[config.mk]
export PLATFORM = sky130hd
export DESIGN_NAME = eq_sweep_amisha
export DESIGN_NICKNAME = d
export VERILOG_FILES = /design/src/rtl/eq_sweep_amisha_pkg.sv /design/src/rtl/eq_sweep_amisha_golden.sv /design/src/rtl/eq_sweep_amisha.sv
export SDC_FILE = /design/constraint.sdc
export NUM_CORES = 1
export LEC_CHECK = 0
export ABC_AREA = 0
export BUFFER_PORTS_ARGS = -buffer_cell sky130_fd_sc_hd__buf_2
export CAP_MARGIN = 25
export CORE_ASPECT_RATIO = 1.25
export CORE_MARGIN = 2
export CORE_UTILIZATION = 32
export DETAILED_ROUTE_END_ITERATION = 10
export GPL_TIMING_DRIVEN = 0
export PLACE_DENSITY = 0.55
export SYNTH_ARGS = -nofsm -noshare
export SYNTH_HDL_FRONTEND = slang
export SYNTH_SLANG_ARGS = --single-unit
[constraint.sdc]
create_clock -name clk_amisha -period 4.35 [get_ports clk_amisha]
set_input_delay 0.435 -clock clk_amisha [delete_from_list [all_inputs] [get_ports clk_amisha]]
set_output_delay 0.435 -clock clk_amisha [all_outputs]
set_load 0.03 [all_outputs]
[src/rtl/eq_sweep_amisha_pkg.sv]
// Shared types and sizing helpers for the equality-comparator sweep block.
// DEF_* constants describe the default WIDTH=2 build; the functions size any WIDTH.
package eq_sweep_pkg_amisha;

  typedef enum logic [1:0] {
    IDLE = 2'd0,
    RUN  = 2'd1,
    DONE = 2'd2
  } state_e;

  localparam int DEF_WIDTH = 2;
  localparam int VEC_BITS  = 2 * DEF_WIDTH;
  localparam int NUM_VEC   = 1 << VEC_BITS;
  localparam int CNT_BITS  = VEC_BITS + 1;

  function automatic int vec_bits(input int width);
    return 2 * width;
  endfunction

  // One extra bit so the count can reach 2^(2*WIDTH) without wrapping.
  function automatic int cnt_bits(input int width);
    return 2 * width + 1;
  endfunction

endpackage

[src/rtl/eq_sweep_amisha_golden.sv]
// Combinational WIDTH-bit equality reference used as the expected comparator result.
module eq_golden_amisha #(
  parameter int WIDTH = 2
) (
  input  logic [WIDTH-1:0] a_i,
  input  logic [WIDTH-1:0] b_i,
  output logic             eq_o
);

  assign eq_o = (a_i == b_i);

endmodule

[src/rtl/eq_sweep_amisha.sv]
// Exhaustive (a,b) sweep of an external equality comparator; counts mismatches, keeps the first.
// Optional EQ_SWEEP_STOP_ON_FAIL_EN: end the sweep on the first mismatching sample.
module eq_sweep_amisha
  import eq_sweep_pkg_amisha::*;
#(
  parameter int WIDTH  = 2,
  parameter int SETTLE = 1
) (
  input  logic               clk_amisha,
  input  logic               reset_amisha,
  input  logic               start_amisha,
  input  logic               eq_in_amisha,
  output logic [WIDTH-1:0]   a_amisha,
  output logic [WIDTH-1:0]   b_amisha,
  output logic               busy_amisha,
  output logic               done_amisha,
  output logic               pass_amisha,
  output logic [2*WIDTH:0]   err_cnt_amisha,
  output logic               fail_seen_amisha,
  output logic [WIDTH-1:0]   fail_a_amisha,
  output logic [WIDTH-1:0]   fail_b_amisha
);

  localparam int VB = vec_bits(WIDTH);
  localparam int CB = cnt_bits(WIDTH);
  localparam int SW = (SETTLE > 0) ? $clog2(SETTLE + 1) : 1;
  localparam logic [SW-1:0] SETTLE_LD = SW'(SETTLE);

  state_e            state_q, state_d;
  logic [VB-1:0]     v_q, v_d;
  logic [SW-1:0]     settle_q, settle_d;
  logic [CB-1:0]     err_q, err_d;
  logic              fail_seen_q, fail_seen_d;
  logic [WIDTH-1:0]  fail_a_q, fail_a_d;
  logic [WIDTH-1:0]  fail_b_q, fail_b_d;
  logic              gold_eq, mism, last_vec, stop_now;

  eq_golden_amisha #(.WIDTH(WIDTH)) u_golden (
    .a_i  (v_q[VB-1:WIDTH]),
    .b_i  (v_q[WIDTH-1:0]),
    .eq_o (gold_eq)
  );

  assign mism     = eq_in_amisha ^ gold_eq;
  assign last_vec = &v_q;

`ifdef EQ_SWEEP_STOP_ON_FAIL_EN
  assign stop_now = mism;
`else
  assign stop_now = 1'b0;
`endif

  always_comb begin
    state_d     = state_q;
    v_d         = v_q;
    settle_d    = settle_q;
    err_d       = err_q;
    fail_seen_d = fail_seen_q;
    fail_a_d    = fail_a_q;
    fail_b_d    = fail_b_q;
    case (state_q)
      // DONE restarts exactly like IDLE, wiping the previous result on the same edge.
      IDLE, DONE: begin
        if (start_amisha) begin
          state_d     = RUN;
          v_d         = '0;
          settle_d    = SETTLE_LD;
          err_d       = '0;
          fail_seen_d = 1'b0;
          fail_a_d    = '0;
          fail_b_d    = '0;
        end
      end
      RUN: begin
        if (settle_q != '0) begin
          settle_d = settle_q - 1'b1;
        end else begin
          if (mism) begin
            err_d = err_q + 1'b1;
            if (!fail_seen_q) begin
              fail_seen_d = 1'b1;
              fail_a_d    = v_q[VB-1:WIDTH];
              fail_b_d    = v_q[WIDTH-1:0];
            end
          end
          if (last_vec || stop_now) begin
            state_d = DONE;
          end else begin
            v_d      = v_q + 1'b1;
            settle_d = SETTLE_LD;
          end
        end
      end
      default: state_d = IDLE;
    endcase
  end

  always_ff @(posedge clk_amisha) begin
    if (reset_amisha) begin
      state_q     <= IDLE;
      v_q         <= '0;
      settle_q    <= '0;
      err_q       <= '0;
      fail_seen_q <= 1'b0;
      fail_a_q    <= '0;
      fail_b_q    <= '0;
    end else begin
      state_q     <= state_d;
      v_q         <= v_d;
      settle_q    <= settle_d;
      err_q       <= err_d;
      fail_seen_q <= fail_seen_d;
      fail_a_q    <= fail_a_d;
      fail_b_q    <= fail_b_d;
    end
  end

  assign a_amisha         = v_q[VB-1:WIDTH];
  assign b_amisha         = v_q[WIDTH-1:0];
  assign busy_amisha      = (state_q == RUN);
  assign done_amisha      = (state_q == DONE);
  assign pass_amisha      = (state_q == DONE) && (err_q == '0);
  assign err_cnt_amisha   = err_q;
  assign fail_seen_amisha = fail_seen_q;
  assign fail_a_amisha    = fail_a_q;
  assign fail_b_amisha    = fail_b_q;

endmodule

==> metrics.cfg <==
[global_routing]
antenna_found_initial = 0
grt_max_degree = 11
grt_pass1_vias = 754
grt_usage_pct = 14.7
met1_usage_pct = 18.9
gr-total-overflow = 0
grt_pass1_wl_um = 3410
grtUsageMet3_pct = 3.35
use_met2_pct = 23.9
busiest_layer = met2

[cells_and_area]
finish.utilization_pct = 39.0
n_fill_cell = 296
final_nets = 128
n_antenna_cell = 0
final_cells = 154
register_area_um2 = 340
syn2layout_area_growth_pct = 19.0
drive_above_1_share_pct = 25.0
multi_input_area_um2 = 499

[logic_synthesis]
synth_top_family_by_area = simple AND/OR/NAND/NOR gates
yosysTopAreaCell = dfxtp_1
synth_seq_cells = 17
async_reset_ff_share_pct = 0
synthAdderAreaFrac_pct = 4.35
avgSynthCellArea_um2 = 8.89
syn_inst = 97
synth_ff_type = dfxtp_1
synth_nets = 104
synthXorXnorAreaFrac_pct = 4.06
netlist_area_um2 = 862
synth_compound_area_share_pct = 22.2
synth-simple-area-share_pct = 27.3
synth_top_cells_by_area = dfxtp_1 39%, nand2b_1 6.5%, ha_1 4.4%, o2bb2ai_1 4.1%, xor2_1 4.1%
synthTopCellsByCount = 17 x dfxtp_1, 9 x nand2b_1, 8 x nand2_1, 7 x nor2_1, 6 x a21oi_1
ys_seq_area_share_pct = 39.5
synthMuxAreaShare_pct = 0
synth_top_area_share_pct = 39.5
synth_edf_count = 0
synth.distinct_cells = 33
synth.most_common_cell = dfxtp_1
ys_warn_count = 0

[drt]
drt-total-wl_um = 1840
dr.pass1.iters = 4
wire_per_inst_um = 11.9
drtAntennaViolNets = 0
viasPerCell = 5.01
route.detailed.drc = 0
vias = 772
detailedRoute.firstIterationViolations = 9

[place]
dp.cells = 150
hpwl_um = 1410
gp_congestion = 0.759
place_ws_ns = 2.52
numPortBuffers = 19

[power_and_ir_drop]
total_leakage_power_nw = 0.460
power_density_nw_per_um2 = 287
max-vdd-ir-drop_v = 0.000179
power_mw = 0.294

[timing]
rsz0062_at_grt = no
hold_viol_final = 0
tns_ns = 0
finalMaxSlewViolations = 0
skew_ns = 0.00245
setup_viol = 0
tightestPinTransition_ns = 0.456
min_period_ns = 1.85
final.period_utilization_pct = 42.5
final.setup.worst_slack_ns = 2.50
fmax_ghz = 0.541
relSlewSlack_pct = 69.6

[floorplanning]
fp.dieH_um = 62.0
std_cell_rows = 21
io_pins = 21
core_area_um2 = 2630
die_w_um = 50.4
die_area_um2 = 3130
start_util_pct = 32.8

[clock_tree]
clkLatencyLatePin_ns = 0.29
cts_hold_buf = 0
clock-root-buffer = clkbuf_4
htree_num_levels = 1
clkSlewWorstSetupHoldPaths_ns = 0.10
cts_buffer_depth = 2
cts_tree = yes
post_cts_buffers = 0
cts_resized = 0
numCtsBuffers = 3
clock_sinks = 17

[critical_path]
crit_chain = nand2b_1, clkinv_1, buf_2
required_ns = 3.91
crit_fanout = 9
arrival_ns = 1.41
start_kind = flip-flop
critPathSlowestCell = dfxtp_1
end_kind = output port
max_stage_delay_ns = 0.37
critPathBufInv = 2
criticalPathCategory = flip-flop to output port
cp_top_family = buffers and inverters

[status]
status = finished clean

[min_path]
min_path_type = primary input to flip-flop

[job]
max_cap_violations = 0

-- cell usage in the layout (no fill, tap or decap) --
master / netlist / final
nor2_4: 1 / 1
nand3_1: 5 / 5
o22a_1: 1 / 1
a31oi_2: 1 / 1
a31oi_1: 1 / 1
nor2b_1: 1 / 1
dfxtp_1: 17 / 17
nand2_1: 8 / 8
o21ai_1: 1 / 1
nand4b_1: 1 / 1
inv_1: 3 / 3
clkinv_1: 1 / 1
a22oi_1: 1 / 1
a21o_1: 4 / 4
a211o_4: 1 / 1
a21oi_2: 1 / 1
nor4_1: 1 / 1
or3_4: 1 / 1
nor3b_1: 1 / 1
ha_1: 3 / 3
xor2_1: 4 / 4
o31ai_1: 1 / 1
o21ai_0: 1 / 1
a21o_2: 1 / 1
a21oi_1: 6 / 6
o2bb2ai_1: 4 / 4
nand2b_1: 9 / 9
nor3_1: 4 / 4
nand4_1: 1 / 1
a211o_1: 1 / 1
clkbuf_4: 0 / 3
buf_2: 0 / 19
clkbuf_1: 2 / 3
nor3_2: 2 / 2
nor2_1: 7 / 7
-- worst reg2reg max path, cell delays in order (launching register included) --
cell     delay (ns)
dfxtp_1        0.49
xor2_1         0.13
or3_4          0.41
a31oi_2        0.28
nor2_1         0.10
a211o_1        0.30
-- logic make-up (layout without fill, tap and decap cells) --
group | count (synthesis) | in the layout
and+or+nand+nor | 42 | 42
AOI/OAI and AO/OA | 25 | 25
DFF | 17 | 17
buffers and inverters | 6 | 29
xor gates and xnor gates | 4 | 4
adders and majority gates | 3 | 3
-- stage by stage --
step / hold slack [ns] / cell area [um2]
CTS: 0.448 / 1030
floorplan: 0.455 / 862
global placement: 0.456 / 1000
finish: 0.452 / 1030
global route: 0.467 / 1030
detailed placement: 0.463 / 1000
-- area by class of cell --
class                   instances  share of cell area, %
inverters                       4                   1.46
well taps                      34                   4.15
clock buffers                   4                   2.56
multi-input cells              74                   48.7
plain buffers                   2                  0.732
repair buffers                 19                   9.27
flip-flops and latches         17                   33.2
-- sequential cells by signal, summed over array words and instances (netlist names) --
register / count
v_q: 4
fail_b_amisha: 2
fail_a_amisha: 2
fail_seen_amisha: 1
err_cnt_amisha: 5
state_q: 2
settle_q: 1
-- where the power goes --
group / switching (mW) / total [mW] / internal (mW)
sequential: 0.00476 / 0.164 / 0.159
clock: 0.0495 / 0.0851 / 0.0356
combinational: 0.0295 / 0.0449 / 0.0154
-- path summary, 6_finish.rpt --
path / startpoint / endpoint / slack (ns) / cells after the start
worst min register to register: fail_b_amisha[1]$_SDFFE_PP0P_ / fail_b_amisha[1]$_SDFFE_PP0P_ / 0.47 / 2
worst max register to register: v_q[0]$_SDFFE_PP0P_ / err_cnt_amisha[4]$_SDFFE_PP0P_ / 2.55 / 5
worst max-delay path: state_q[1]$_SDFFE_PP0P_ / busy_amisha / 2.50 / 3
worst min-delay path: start_amisha / state_q[0]$_SDFFE_PP0P_ / 0.45 / 3
-- routing by layer --
metal / vias up / part of all wire [%]
li1: 398 / -
met1: 351 / 47
met2: 19 / 46
met3: 4 / 5.3
met4: 0 / 2.1
met5: - / 0
Power figures use the tool's default switching activity.
